==> src/rtl/wb_hid_report_fetcher.sv <==
// HID report fetcher: a pipelined Wishbone master that drains pending reports
// from an HID host slave into a small record FIFO.
//
// state      | meaning
// -----------+-------------------------------------------------------------
// INIT       | write adr0=1 to enable slave irq, retried until acked
// IDLE       | wait for enable && irq
// RD_STAT    | read adr2: device type and connection-error flag
// RD_P0      | read first payload word (adr3 kbd, adr5 mouse, adr6 gamepad)
// RD_P1      | read second keyboard payload word (adr4)
// WAIT_SPACE | hold the assembled record until the FIFO has room, then push
// CLR_ISR    | write adr1=0 to clear the slave interrupt
module wb_hid_report_fetcher #(
    parameter int FIFO_DEPTH = 4,
    parameter int TIMEOUT    = 255
) (
    input  logic        wb_clk,
    input  logic        sys_rst_n,
    input  logic        enable,
    input  logic        irq,
    output logic [3:0]  wbm_adr,
    output logic [31:0] wbm_dat_w,
    input  logic [31:0] wbm_dat_r,
    output logic [3:0]  wbm_sel,
    output logic        wbm_cyc,
    output logic        wbm_stb,
    output logic        wbm_we,
    input  logic        wbm_stall,
    input  logic        wbm_ack,
    input  logic        wbm_err,
    output logic        out_valid,
    input  logic        out_ready,
    output logic [1:0]  out_typ,
    output logic        out_conerr,
    output logic [63:0] out_data,
    output logic        bus_err
);
    localparam int AW = (FIFO_DEPTH > 1) ? $clog2(FIFO_DEPTH) : 1;
    localparam int TW = $clog2(TIMEOUT + 1);
    localparam logic [AW:0]   DEPTH_C  = (AW + 1)'(FIFO_DEPTH);
    localparam logic [TW-1:0] TMR_LOAD = TW'(TIMEOUT);
    localparam logic [TW-1:0] TMR_LAST = TW'(1);

    typedef enum logic [2:0] {
        INIT, IDLE, RD_STAT, RD_P0, RD_P1, WAIT_SPACE, CLR_ISR
    } state_t;

    state_t        state_q, state_d;
    logic [TW-1:0] tmr_q;
    logic [1:0]    typ_q;
    logic          conerr_q;
    logic [63:0]   payload_q;

    logic [66:0]   fifo_mem [FIFO_DEPTH];
    logic [AW-1:0] wr_ptr, rd_ptr;
    logic [AW:0]   count;

    logic          accept, got_ack, got_err, tmo, abort;
    logic          launch, push, pop, full;
    logic [3:0]    l_adr;
    logic          l_we;
    logic [31:0]   l_dat;

    assign wbm_sel = 4'hF;

    // Bus response decode; err wins over ack, timeout only while waiting after acceptance.
    assign accept  = wbm_stb && !wbm_stall;
    assign got_err = wbm_cyc && wbm_err;
    assign got_ack = wbm_cyc && wbm_ack && !wbm_err;
    assign tmo     = wbm_cyc && !wbm_stb && !wbm_ack && !wbm_err && (tmr_q == TMR_LAST);
    assign abort   = got_err || tmo;

    // State register.
    always_ff @(posedge wb_clk) begin
        if (!sys_rst_n) state_q <= INIT;
        else            state_q <= state_d;
    end

    // Next state; bus states launch their transaction once cyc is low, IDLE launches on the way out.
    always_comb begin
        state_d = state_q;
        launch  = 1'b0;
        push    = 1'b0;
        case (state_q)
            INIT: begin
                if (!wbm_cyc)     launch  = 1'b1;
                else if (got_ack) state_d = IDLE;
            end
            IDLE: begin
                if (enable && irq) begin
                    launch  = 1'b1;
                    state_d = RD_STAT;
                end
            end
            RD_STAT: begin
                if (!wbm_cyc)     launch  = 1'b1;
                else if (got_ack) state_d = (wbm_dat_r[1:0] == 2'd0) ? CLR_ISR : RD_P0;
                else if (abort)   state_d = IDLE;
            end
            RD_P0: begin
                if (!wbm_cyc)     launch  = 1'b1;
                else if (got_ack) state_d = (typ_q == 2'd1) ? RD_P1 : WAIT_SPACE;
                else if (abort)   state_d = IDLE;
            end
            RD_P1: begin
                if (!wbm_cyc)     launch  = 1'b1;
                else if (got_ack) state_d = WAIT_SPACE;
                else if (abort)   state_d = IDLE;
            end
            WAIT_SPACE: begin
                if (!full) begin
                    push    = 1'b1;
                    state_d = CLR_ISR;
                end
            end
            CLR_ISR: begin
                if (!wbm_cyc)               launch  = 1'b1;
                else if (got_ack || abort)  state_d = IDLE;
            end
            default: state_d = INIT;
        endcase
    end

    // Address/data of the transaction the current state launches.
    always_comb begin
        l_adr = 4'd2;
        l_we  = 1'b0;
        l_dat = 32'd0;
        case (state_q)
            INIT: begin
                l_adr = 4'd0;
                l_we  = 1'b1;
                l_dat = 32'd1;
            end
            RD_P0: begin
                case (typ_q)
                    2'd1:    l_adr = 4'd3;
                    2'd2:    l_adr = 4'd5;
                    default: l_adr = 4'd6;
                endcase
            end
            RD_P1: l_adr = 4'd4;
            CLR_ISR: begin
                l_adr = 4'd1;
                l_we  = 1'b1;
            end
            default: l_adr = 4'd2;
        endcase
    end

    // Wishbone master controls, timeout down-counter and sticky error flag.
    always_ff @(posedge wb_clk) begin
        if (!sys_rst_n) begin
            wbm_cyc   <= 1'b0;
            wbm_stb   <= 1'b0;
            wbm_we    <= 1'b0;
            wbm_adr   <= 4'd0;
            wbm_dat_w <= 32'd0;
            tmr_q     <= '0;
            bus_err   <= 1'b0;
        end else begin
            if (launch) begin
                wbm_cyc   <= 1'b1;
                wbm_stb   <= 1'b1;
                wbm_adr   <= l_adr;
                wbm_we    <= l_we;
                wbm_dat_w <= l_dat;
            end else if (wbm_cyc) begin
                if (got_ack || abort) begin
                    wbm_cyc <= 1'b0;
                    wbm_stb <= 1'b0;
                    tmr_q   <= '0;
                end else if (accept) begin
                    wbm_stb <= 1'b0;
                    tmr_q   <= TMR_LOAD;
                end else if (!wbm_stb && tmr_q != '0) begin
                    tmr_q   <= tmr_q - TMR_LAST;
                end
            end
            if (abort) bus_err <= 1'b1;
        end
    end

    // Record assembly from acked reads; unused payload bits stay zero.
    always_ff @(posedge wb_clk) begin
        if (!sys_rst_n) begin
            typ_q     <= 2'd0;
            conerr_q  <= 1'b0;
            payload_q <= 64'd0;
        end else if (got_ack) begin
            case (state_q)
                RD_STAT: begin
                    typ_q    <= wbm_dat_r[1:0];
                    conerr_q <= wbm_dat_r[2];
                end
                RD_P0: begin
                    case (typ_q)
                        2'd1:    payload_q <= {24'd0, wbm_dat_r[7:0], 32'd0};
                        2'd2:    payload_q <= {40'd0, wbm_dat_r[23:0]};
                        default: payload_q <= {54'd0, wbm_dat_r[9:0]};
                    endcase
                end
                RD_P1:   payload_q[31:0] <= wbm_dat_r;
                default: ;
            endcase
        end
    end

    assign full      = (count == DEPTH_C);
    assign out_valid = (count != '0);
    assign pop       = out_valid && out_ready;
    assign {out_typ, out_conerr, out_data} = fifo_mem[rd_ptr];

    // FIFO pointers and occupancy; pointers wrap naturally at the power-of-two depth.
    always_ff @(posedge wb_clk) begin
        if (!sys_rst_n) begin
            wr_ptr <= '0;
            rd_ptr <= '0;
            count  <= '0;
        end else begin
            if (push) wr_ptr <= wr_ptr + 1'b1;
            if (pop)  rd_ptr <= rd_ptr + 1'b1;
            case ({push, pop})
                2'b10:   count <= count + 1'b1;
                2'b01:   count <= count - 1'b1;
                default: ;
            endcase
        end
    end

    // FIFO storage write.
    always_ff @(posedge wb_clk) begin
        if (push) fifo_mem[wr_ptr] <= {typ_q, conerr_q, payload_q};
    end

endmodule

==> config.mk <==
export PLATFORM = sky130hd
export DESIGN_NAME = wb_hid_report_fetcher
export DESIGN_NICKNAME = d
export VERILOG_FILES = /design/src/rtl/wb_hid_report_fetcher.sv
export SDC_FILE = /design/constraint.sdc
export NUM_CORES = 1
export LEC_CHECK = 0
export ABC_AREA = 1
export BUFFER_PORTS_ARGS = -buffer_cell sky130_fd_sc_hd__buf_2
export CAP_MARGIN = 20
export CORE_MARGIN = 2
export CORE_UTILIZATION = 40
export CTS_CLUSTER_DIAMETER = 150
export CTS_CLUSTER_SIZE = 25
export DETAILED_ROUTE_END_ITERATION = 10
export GPL_ROUTABILITY_DRIVEN = 1
export PLACE_DENSITY = 0.6
export SYNTH_ARGS = -nofsm -noshare
export SYNTH_HDL_FRONTEND = slang
export SYNTH_SLANG_ARGS = --single-unit
==> constraint.sdc <==
create_clock -name wb_clk -period 3.2 [get_ports wb_clk]
set_input_delay 0.64 -clock wb_clk [delete_from_list [all_inputs] [get_ports wb_clk]]
set_output_delay 0.64 -clock wb_clk [all_outputs]
set_load 0.01 [all_outputs]
== Word-level counts from Yosys, hierarchy flattened ==
Memory sizes are Yosys's and may differ from the RTL's. A register that Yosys moved wholly into a read port is not among the register bits.
Index checks and enable logic that the tools add are counted.

* $add $sub $neg: 5
* Eq/ne operators: 21
* Muxes and demuxes: 42
* Bitwise gates (word level): 1
* Reduce and logical (&&, ||, !) cells: 34

{| class="wikitable"
|+ Operator list
! kind !! number
|-
| $pmux 40 s2 || 1
|-
| $pmux 32 s2 || 1
|-
| $mux 3 || 14
|-
| $mux 8 || 3
|-
| $pmux 3 s7 || 1
|-
| $ne 2x2->1 const B || 9
|-
| $mux 1 || 16
|-
| $eq 3x3->1 const B || 4
|-
| $pmux 3 s2 || 2
|-
| $pmux 3 s4 || 1
|-
| $logic_and 1x1->1 || 11
|-
| $reduce_and 9->1 || 1
|-
| $reduce_bool 3->1 || 3
|-
| $eq 8x1->1 const B || 1
|-
| $reduce_and 2->1 || 4
|-
| $reduce_bool 8->1 || 1
|-
| $sub 8x1->8 const B || 1
|-
| $eq 3x2->1 const B || 2
|-
| $reduce_bool 2->1 || 3
|-
| $reduce_or 5->1 || 1
|-
| $add 2x1->2 const B || 2
|-
| $eq 2x1->1 const B || 2
|-
| $eq 2x2->1 const B || 2
|-
| $logic_not 1->1 || 4
|-
| 11 further kinds || 13
|}

* Flip-flop bits (word level): 125
* RAM bits: 268
* Logic and storage cells: 119
* Memories kept: 1

{| class="wikitable"
|+ Memory list
! memory !! words !! width !! rd ports !! clocked after memory_dff !! write ports !! RTL line !! text
|-
| fifo_mem || 4 || 67 || 1 || 1 || 1 || 54 || <nowiki>logic [66:0] fifo_mem [FIFO_DEPTH];</nowiki>
|}

== Longest topological paths before layout ==
* Word-level depth: 10
* Mapped depth: 13
* Mapped depth without buffers: 11

== Least setup slack after synthesis ==
OpenSTA, ideal clock, no wires.

* Kind: flip-flop to flip-flop
* From: register state_q[2]
* To: memory fifo_mem[0][0], enable pin
* Data arrival time: 2.694 ns
* Data required time: 2.756 ns
* Setup slack: 0.063 ns
* Stages on the path, launching flop included: 6
* Buffers on the path: 1
* Cells stage by stage: dfxtp_1 -> buf_4 -> nand2_1 -> nor2_1 -> nand2_1 -> nor2_1

* Word-level cells in the longest chain between the ends: 4

{| class="wikitable"
|+ Ends and longest elaborated chain
! element !! RTL line !! text
|-
| start: declaration || 48 || <nowiki>state_t state_q, state_d;</nowiki>
|-
| start signal: assignment || 76 || <nowiki>else state_q <= state_d;</nowiki>
|-
| $eq 3x3->1 || 84 || <nowiki>case (state_q)</nowiki>
|-
| $mux 1 || 84 ||
|-
| $mux 1 || 233 || <nowiki>if (push) fifo_mem[wr_ptr] <= {typ_q, conerr_q, payload_q};</nowiki>
|-
| $mux 1 (not written as such) || 233 ||
|-
| end: declaration || 54 ||
|}

No other way between the ends.

==> results by group <==
Power and ir drop
  – Pwr Total: 5445 µW
  – Pwr dens: slightly below 500 nW/µm²
  – Pleak: around 0.004 µW
  – Peak supply drop: around 0.00027 V

GRT
  – M1 GR Usage: between 20% and 30%
  – All-Layer GR Usage: between 10% and 20%
  – GR met2 Demand/Resource: 26.17%
  – Initial antenna violation count: 1
  – Largest net degree at the start of global routing: 44
  – Met3 Usage GRT: between 2 and 2.5%
  – Aggregate global routing overflow: 0
  – Vias in the first global route: 6140
  – Global-route wire length before repair: between 30 and 40 mm
  – Grt peak-use layer: met2

Critical path
  – CP delay by family, top: buffers and inverters
  – Crit path launch type: flip-flop
  – CP Data Arrival Time: 2.15 ns
  – WS Path Type: reg2out
  – Critical path buffers and inverters: 4
  – Critical Path Slowest Stage Cell: dfxtp_2
  – Worst Path Required: around 2.6 ns
  – Critical Path Most Common Cell: buf_4
  – Crit-path cells: inv_2 -> buf_4 -> buf_4 -> o21ai_0 -> o22ai_1 -> buf_2
  – Worst R2R Start: state_q[1]
  – CP max FO: 17
  – Slowest stage delay, CP: between 0.4 and 0.5 ns
  – Critical Path Sink Type: primary output

Run
  – Max Cap Viol: 0

Final layout
  – Post-layout util: between 40 and 50%
  – Register Area: around 6600 µm²
  – Multi-input logic area: just under 3000 µm²
  – Layout Area Growth over Synthesis: 10.25%
  – Final non-filler cell total: 1348
  – Final antenna diode count: 0
  – Fillers: between 2000 and 2500
  – Share of layout cells above drive strength 1: between 10% and 20%
  – Nets: ~1100

Placed design
  – RD Place Congestion: about 0.82
  – Hpwl dp: 13.58 mm
  – Placed Instances: ~1300
  – Setup WS pre-CTS: ~0.89 ns
  – PortBufs: 91

Timing
  – Clk_skew: 0.01842 ns
  – Relative slew slack: between 60% and 70%
  – Worst Max-Slew Pin Slew: about 0.52 ns
  – Crit share post-route: between 80% and 90%
  – Pins over their slew limit: 0
  – Final setup TNS: 0 ns
  – Fin. Hold Viols: 0
  – RSZ-0062 raised after global routing: false
  – Finish-stage setup viols: 0
  – Maximum clock rate: between 300 and 400 MHz
  – Min cycle time layout: ~2.8 ns
  – Slack of the critical path: just over 0.4 ns

Logic synthesis
  – Synth Register Bits: ~240
  – Post-synth EDFFs: 172
  – Post-synth ARST share: 0%
  – Synth area leader: edfxtp_1
  – Ys Warns: 0
  – Area contributors post-synth: edfxtp_1 (51%), dfxtp_1 (14%), o21ai_0 (5.6%), buf_4 (4.7%), nor2_1 (4.6%)
  – Syn Inst Count: ~930
  – Synthesized area per cell: roughly 11 µm²
  – Sequential element share of the synthesized area: about two thirds
  – Synth Flop Type: edfxtp_1
  – Netlist cell types: 36
  – Top-area cell type share of the netlist area: about half
  – Post-Syn Area: 10090 µm²

Floorplan
  – Die H: 162.8 µm
  – Number of I/O pins: between 150 and 200
  – Full die area: 26510 µm²
  – Row count: 58
  – Starting Density: between 40% and 50%
  – Die Wd: between 150 and 200 µm
  – Core area: about 25000 µm²

CTS
  – CTS H-Tree Depth: 1
  – Cts repair resizes: 0
  – Reg clk slew, reported paths: roughly 0.10 ns
  – Worst-skew pair later-pin latency: between 0.4 and 0.5 ns
  – TritonCTS sink count: roughly 240
  – TritonCTS clock tree: done
  – Root Buffer: clkbuf_16
  – Cts bufs inserted: 13
  – Clock Tree Buf Depth: 3
  – Cts hold-fix bufs: 0
  – Post-CTS setup buffers: 0

Route
  – Routed via count: between 6000 and 7000
  – Residual DRC: 0
  – DRC violation total after the first TritonRoute iteration: slightly below 500
  – Final wirelength: approximately 22 mm
  – Routed Antenna Nets: 0
  – WL/cell: 16.00 µm
  – DR pass1 iterations: 5
  – Vias per inst: a little under 5

Worst hold path
  – Hold path start: wbm_dat_r[29]
  – Hold crit path type: in2reg

Run status
  – Status: finished, final reports clean
## kinds of logic (layout without fill, tap and decap cells)
kind of cell / Yosys count / after routing / synth area share [%]
other: 2 / 60 / 0.07442
buffers and inverters: 147 / 178 / 8.134
adder cells (fa/ha/maj): 11 / 11 / 1.438
flip-flops: 243 / 243 / 65.27
AND/OR/NAND/NOR: 299 / 299 / 12.90
XOR/XNOR: 2 / 2 / 0.1736
AO/OA/AOI/OAI: 225 / 225 / 12.01
## registers in the layout, indices dropped and copies added, names as in the netlist, 2 cells and up, named ones only
signal,count
fifo_mem,172
payload_q,40
tmr_q,8
count,3
state_q,3
wbm_adr,3
rd_ptr,2
typ_q,2
wr_ptr,2
## cell usage after synthesis, types with 3 or more instances
| master | count |
|---|---|
| a21oi_1 | 63 |
| buf_2 | 4 |
| buf_4 | 63 |
| clkbuf_1 | 32 |
| dfxtp_1 | 71 |
| edfxtp_1 | 172 |
| ha_1 | 10 |
| inv_1 | 38 |
| inv_2 | 5 |
| nand2_1 | 107 |
| nand2_2 | 9 |
| nand2_4 | 4 |
| nand3_1 | 39 |
| nor2_1 | 125 |
| nor2_2 | 4 |
| nor2_4 | 3 |
| o21ai_0 | 112 |
| o22ai_1 | 44 |
## per-layer routing
layer	routed length (µm)	vias to the layer above
li1	-	3265
met1	9831	3117
met2	10150	187
met3	1145	24
met4	426	2
met5	13	-
## area by class of cell
cell class                      instances  share of cell area [%]
Clock inverter                          2                  0.1574
Tap cell                              330                   3.711
Multi-Input combinational cell        597                   26.35
Timing Repair Buffer                  111                   5.893
Clock buffer                           20                   3.160
Inverter                               45                   1.518
Sequential cell                       243                   59.21
## placed cells by master (no fill, tap or decap), types with 39 or more instances in the layout
master,synthesis,layout
o22ai_1,44,44
a21oi_1,63,63
o21ai_0,112,111
conb_1,2,60
dfxtp_1,71,70
nand3_1,39,39
nand2_1,107,107
nor2_1,125,121
buf_2,4,91
edfxtp_1,172,172
## worst paths after layout
path	endpoint	slack, ns	depth (start not counted)
worst max-delay path	out_data[30]	0.41	6
worst max register to register	count[2]	0.90	9
worst min register to register	wbm_dat_w[0]	0.47	2
worst min-delay path	payload_q[29]	0.42	3
## worst register-to-register path: cells and delay by family (launching register included)
family	cells	cell delay [ns]
AO/OA/AOI/OAI	4	0.45
adder cells (fa/ha/maj)	2	0.61
buffers and inverters	1	0.06
flip-flops	1	0.51
AND/OR/NAND/NOR	2	0.55
## through the flow
stage / hold slack, ns / area [µm²]
after global placement: 0.4509 / 10760
final: 0.4166 / 11130
after detailed placement: 0.4542 / 10760
after global routing: 0.4094 / 11130
after CTS: 0.3949 / 11130
after floorplan: 0.4356 / 10310
## where the power goes
group / internal [µW] / switching [µW]
Clock: 780 / 954
Combinational: 115 / 225
Sequential: 3340 / 26.6
Total: 4240 / 1210
Power figures use the tool's default switching activity.
